`src/rtl/jtframe_mc2_segajoy.sv`:
```
// Sega Mega Drive 3/6-button pad reader for the two Multicore 2 DB9 ports.
// Drives the shared select line (pin 7) through an 8-phase scan followed by a
// long idle gap, samples both ports in parallel and publishes glitch-free,
// active-high 12-bit button words once per scan.
//
// Ports
//   clk_sys            system clock
//   rst                synchronous, active-high reset
//   joyN_*_i           port N pins (up, down, left, right, p6, p9), active-low, async
//   joyX_p7_o          select line shared by both ports
//   joy1_o / joy2_o    {Mode,X,Y,Z,Start,A,C,B,up,down,left,right}, active-high
//   pad1_ok / pad2_ok  Sega pad present on the port
//   six1 / six2        6-button pad present on the port
//   upd                one-cycle strobe on the cycle the words change
module jtframe_mc2_segajoy #(
  parameter int PHASE_CYC = 480,
  parameter int IDLE_CYC  = 96000
) (
  input  logic        clk_sys,
  input  logic        rst,
  input  logic        joy1_up_i,
  input  logic        joy1_down_i,
  input  logic        joy1_left_i,
  input  logic        joy1_right_i,
  input  logic        joy1_p6_i,
  input  logic        joy1_p9_i,
  input  logic        joy2_up_i,
  input  logic        joy2_down_i,
  input  logic        joy2_left_i,
  input  logic        joy2_right_i,
  input  logic        joy2_p6_i,
  input  logic        joy2_p9_i,
  output logic        joyX_p7_o,
  output logic [11:0] joy1_o,
  output logic [11:0] joy2_o,
  output logic        pad1_ok,
  output logic        pad2_ok,
  output logic        six1,
  output logic        six2,
  output logic        upd
);

  localparam int MAXC = (PHASE_CYC > IDLE_CYC) ? PHASE_CYC : IDLE_CYC;
  localparam int CW   = (MAXC > 1) ? $clog2(MAXC) : 1;
  localparam logic [CW-1:0] PH_RL   = CW'(PHASE_CYC - 1);
  localparam logic [CW-1:0] IDLE_RL = CW'(IDLE_CYC - 1);

  // PHn is encoded as n+1, so the select-high phases (IDLE, PH0/2/4/6)
  // are exactly code 0 and the odd codes.
  localparam logic [3:0] S_IDLE = 4'd0;
  localparam logic [3:0] S_PH0  = 4'd1;
  localparam logic [3:0] S_PH1  = 4'd2;
  localparam logic [3:0] S_PH5  = 4'd6;
  localparam logic [3:0] S_PH6  = 4'd7;
  localparam logic [3:0] S_PH7  = 4'd8;

  logic [3:0]    state_q, state_d;
  logic [CW-1:0] cnt_q, cnt_d;
  logic          sel_q, sel_d;
  logic          pend_q, upd_q;
  logic          last;

  logic [11:0]      sync1_q, sync2_q;
  logic [1:0][5:0]  pin_a;  // per port {up,down,left,right,p6,p9}, 1 = low

  logic [1:0][3:0]  dir_q;  // {up,down,left,right}
  logic [1:0][3:0]  zyxm_q; // {Z,Y,X,Mode}
  logic [1:0]       b_q, c_q, a_q, st_q, pres_q, six_q;

  logic [1:0][11:0] word_q, word_d;
  logic [1:0]       ok_q, ok_d, sixo_q, sixo_d;

  assign pin_a = ~sync2_q;
  assign last  = (cnt_q == '0);

  // Scan sequencer: one down-counter paces every state.
  always_comb begin
    state_d = state_q;
    cnt_d   = cnt_q - CW'(1);
    sel_d   = sel_q;
    if (last) begin
      if (state_q >= S_PH7) state_d = S_IDLE;
      else                  state_d = state_q + 4'd1;
      cnt_d = (state_d == S_IDLE) ? IDLE_RL : PH_RL;
      sel_d = (state_d == S_IDLE) || state_d[0];
    end
  end

  // Word assembly from the shadow samples of the finished scan.
  always_comb begin
    word_d = word_q;
    ok_d   = ok_q;
    sixo_d = sixo_q;
    for (int p = 0; p < 2; p++) begin
      if (pres_q[p]) begin
        word_d[p] = {(six_q[p] ? {zyxm_q[p][0], zyxm_q[p][1], zyxm_q[p][2], zyxm_q[p][3]} : 4'b0000),
                     st_q[p], a_q[p], c_q[p], b_q[p], dir_q[p]};
        sixo_d[p] = six_q[p];
      end else begin
        // Atari stick or empty port: only the select-high view is meaningful.
        word_d[p] = {6'b000000, c_q[p], b_q[p], dir_q[p]};
        sixo_d[p] = 1'b0;
      end
      ok_d[p] = pres_q[p];
    end
  end

  always_ff @(posedge clk_sys) begin
    if (rst) begin
      state_q <= S_IDLE;
      cnt_q   <= IDLE_RL;
      sel_q   <= 1'b1;
      pend_q  <= 1'b0;
      upd_q   <= 1'b0;
      sync1_q <= '0;
      sync2_q <= '0;
      word_q  <= '0;
      ok_q    <= '0;
      sixo_q  <= '0;
    end else begin
      // Stage: pin synchronizer.
      sync1_q <= {joy2_up_i, joy2_down_i, joy2_left_i, joy2_right_i, joy2_p6_i, joy2_p9_i,
                  joy1_up_i, joy1_down_i, joy1_left_i, joy1_right_i, joy1_p6_i, joy1_p9_i};
      sync2_q <= sync1_q;
      // Stage: sequencer.
      state_q <= state_d;
      cnt_q   <= cnt_d;
      sel_q   <= sel_d;
      // Stage: publish one cycle after the scan closes.
      pend_q  <= last && (state_q == S_PH7);
      upd_q   <= pend_q;
      if (pend_q) begin
        word_q <= word_d;
        ok_q   <= ok_d;
        sixo_q <= sixo_d;
      end
    end
  end

  // Shadow sampling on the last cycle of each phase; stale contents after an
  // aborted scan are harmless because every field is rewritten before the
  // next publish.
  always_ff @(posedge clk_sys) begin
    if (last) begin
      for (int p = 0; p < 2; p++) begin
        case (state_q)
          S_PH0: begin
            dir_q[p] <= pin_a[p][5:2];
            b_q[p]   <= pin_a[p][1];
            c_q[p]   <= pin_a[p][0];
          end
          S_PH1: begin
            a_q[p]    <= pin_a[p][1];
            st_q[p]   <= pin_a[p][0];
            pres_q[p] <= pin_a[p][3] & pin_a[p][2];
          end
          S_PH5: six_q[p]  <= &pin_a[p][5:2];
          S_PH6: zyxm_q[p] <= pin_a[p][5:2];
          default: ;
        endcase
      end
    end
  end

  assign joyX_p7_o = sel_q;
  assign joy1_o    = word_q[0];
  assign joy2_o    = word_q[1];
  assign pad1_ok   = ok_q[0];
  assign pad2_ok   = ok_q[1];
  assign six1      = sixo_q[0];
  assign six2      = sixo_q[1];
  assign upd       = upd_q;

endmodule

```
`config.mk`:
```
export PLATFORM = sky130hd
export DESIGN_NAME = jtframe_mc2_segajoy
export DESIGN_NICKNAME = d
export VERILOG_FILES = /design/src/rtl/jtframe_mc2_segajoy.sv
export SDC_FILE = /design/constraint.sdc
export NUM_CORES = 1
export LEC_CHECK = 0
export ABC_AREA = 1
export CAP_MARGIN = 5
export CORE_MARGIN = 5
export CORE_UTILIZATION = 62
export CTS_BUF_LIST = sky130_fd_sc_hd__clkbuf_4
export CTS_CLUSTER_DIAMETER = 50
export DETAILED_ROUTE_END_ITERATION = 6
export PLACE_DENSITY = 0.87
export SYNTH_ARGS = -nofsm -noshare
export SYNTH_HDL_FRONTEND = slang
export SYNTH_SLANG_ARGS = --single-unit
```
`constraint.sdc`:
```
create_clock -name clk_sys -period 4.3 [get_ports clk_sys]
set_input_delay 1.29 -clock clk_sys [delete_from_list [all_inputs] [get_ports clk_sys]]
set_output_delay 1.29 -clock clk_sys [all_outputs]
set_load 0.1 [all_outputs]
```
==> run metrics <==
status completed; Die ar. between 0.007 and 0.008 mm^2; Die Y-Extent slightly below 90 um; Fmax achieved just over 300 MHz; largest net degree at the start of global routing 42; TritonCTS buffer count 9; LEAKAGE between 0.0015 and 0.002 uW; clock sinks around 100; clock latency on the worst-skew pair 440 ps; initial antenna violation count 0; crit path kind reg -> out; Synth Cell Area between 0.003 and 0.004 mm^2; Final Max Slew Viols 0; cell taking the most area after synthesis dfxtp_1; endpoints failing setup 0; most frequent cells after synthesis nand2_1, dfxtp_1, nor2_1; crit share post-route between 70% and 80%; die width slightly below 90 um; WP buf/inv 1; first-pass GRT wire length between 10000 and 15000 um; TritonRoute pass-1 iters 4; Post-Route WL between 6000 and 7000 um; RSZ-0062 raised after global routing false; worst vdd ir about 280 uV; Worst Max-Slew Pin Slew slightly above 1000 ps; routability congestion estimate 0.821; dpl ws about 1400 ps; post-route ant nets 0; Critical Path RT 3010 ps; Top delay family on crit path buffers and inverters; DRC viols 0; CTS tree built; EDFF count, synth 28; Post-CTS Setup Repair Bufs 0; Max stage delay on crit path roughly 1200 ps; CP Capture Type primary output; vias post-DR roughly 2700; vias in the first global route 2612; Max Cap Viol 0; CP Depth 1; Crit Reg-Reg Startpoint cnt_q[0]; Core Rows 28; Fin Clk Skew approximately 13 ps; DP Wirelength 5050 um; Worst EP arrival ~2000 ps; Slew headroom between 30% and 40%; Worst Reg-to-Reg Cells 6; Mapped Cells 422; GRT Overall Usage between 10% and 20%; register area share after synthesis 62.1%; CP cell instances clkdlybuf4s50_1; core area around 0.0060 mm^2; DR vias/cell 5.00; Wirelength per Cell about 13 um; CTS root buf clkbuf_4; Sum Neg Setup Slack 0 ps; post-synthesis register bit count ~100; r2r endpoint c_q[1]; Tmin final roughly 3300 ps; drt initial violations roughly 150; synth top area cells dfxtp_1, edfxtp_1, nand2_1, nor2_1, inv_1; most frequent cell after synthesis nand2_1; CP max FO 2; R2R Setup Slk between 1500 and 2000 ps; Post-CTS Resized 0; worst setup path start joyX_p7_o; Worst setup endpoint joyX_p7_o; FFs w/ async S/R, synth 0%; H-tree depth reported by CTS 3; Crit-path slowest cell clkdlybuf4s50_1; Area Overhead vs Synth 16.0%; final worst slack 1030 ps; port bufs 43; hold_buf cts 0; syn_nets ~440; Yosys cell types 23; Pwr Density between 300 and 400 mW/mm^2; Clock transition at path regs roughly 150 ps; Antenna Cells 0; ys flop type dfxtp_1; yosys warns 0; CTS max path bufs 2; Hold WC Path Type reg -> reg; Syn Area/Cell around 9.0 um^2; critical path launch point type register; Initial Util a little under two thirds; share of cells above drive strength 1 around 5.6%; Final Hold Violating Endpoints 0; # IOs 44; nets@finish between 400 and 500; GR Overflow Total 0; post-synth top area share 40.0%
==> through the flow <==
stage / utilization, % / power [uW] / cell area [um^2] / std cells / hold WS, ps
after floorplan: - / 1070 / 3800 / 422 / 380
after global placement: 71.6 / 1080 / 4270 / 527 / 390
after detailed placement: 71.6 / 1090 / 4270 / 527 / 392
after CTS: 74.1 / 1580 / 4410 / 543 / 412
after global routing: 74.1 / 1630 / 4410 / 543 / 418
final: 74.1 / 1560 / 4410 / 543 / 413
==> cells by family (layout without fill, tap and decap cells) <==
family          Yosys count  after routing  synth area share (%)
simple gates            198            198                  22.4
flops                   104            104                  62.1
xor+xnor                  8              8                  1.84
compound gates           31             31                  4.08
buf+inv                  76            122                  7.90
fa+ha+maj                 5              5                  1.65
==> power by group <==
part,switching [uW],internal (uW),leakage (uW)
clock,314,184,0.0000725
sequential,5.55,1020,0.000862
combinational,23.5,19.3,0.000845
total,343,1220,0.00178
==> state kept, by name, summed over array words and instances (netlist names) <==
| name | cells |
|---|---|
| st_q | 2 |
| a_q | 2 |
| sixo_q | 2 |
| sync1_q | 12 |
| c_q | 2 |
| cnt_q | 17 |
| six_q | 2 |
| zyxm_q | 8 |
| state_q | 4 |
| ok_d | 2 |
| joyX_p7_o | 1 |
| pend_q | 1 |
| joy1_o | 12 |
| ok_q | 2 |
| dir_q | 8 |
| upd | 1 |
| joy2_o | 12 |
| sync2_q | 12 |
| b_q | 2 |
==> area by class of cell <==
type	count	area (um^2)
Tap cell	75	93.8
Fill cell	422	1540
Timing Repair Buffer	44	438
Sequential cell	104	2360
Clock inverter	7	77.6
Inverter	62	233
Multi-Input combinational cell	242	1140
Clock buffer	9	67.6
==> layout by cell type, fill, tap and decap left out <==
master and n:
a21oi_1 18, buf_4 1, bufinv_16 1, clkbuf_4 9, clkdlybuf4s50_1 43, clkinv_1 1, clkinvlp_4 2, dfxtp_1 76
edfxtp_1 28, ha_1 5, inv_1 62, inv_6 2, inv_8 1, nand2_1 84, nand2_2 1, nand3_1 21
nand3_4 1, nand3b_1 1, nand4_1 4, nor2_1 76, nor2_2 2, nor2_4 2, nor3_2 3, nor3b_2 1
nor4_1 2, o21ai_0 13, xnor2_1 4, xor2_1 4
==> how the worst min path moves through the flow <==
stage,from,to,slack [ps],depth (start not counted)
after floorplan,cnt_q[0],cnt_q[0],380,1
after global placement,cnt_q[0],cnt_q[0],390,1
after detailed placement,sync1_q[5],sync2_q[5],390,2
after CTS,sync1_q[5],sync2_q[5],410,2
after global routing,sync1_q[3],sync2_q[3],420,2
final,sync1_q[5],sync2_q[5],410,2
==> tightest hold or removal path, stage by stage (launching register included) <==
cell     delay, ps
dfxtp_1        330
inv_1           40
nor2_1          30
==> metal layers <==
metal / GRT usage [%] / wire length [um]
met5: 0 / 0
met4: 5.63 / 70
met3: 5.49 / 426
met2: 33.9 / 3440
met1: 23.1 / 2970
Power figures use the tool's default switching activity.
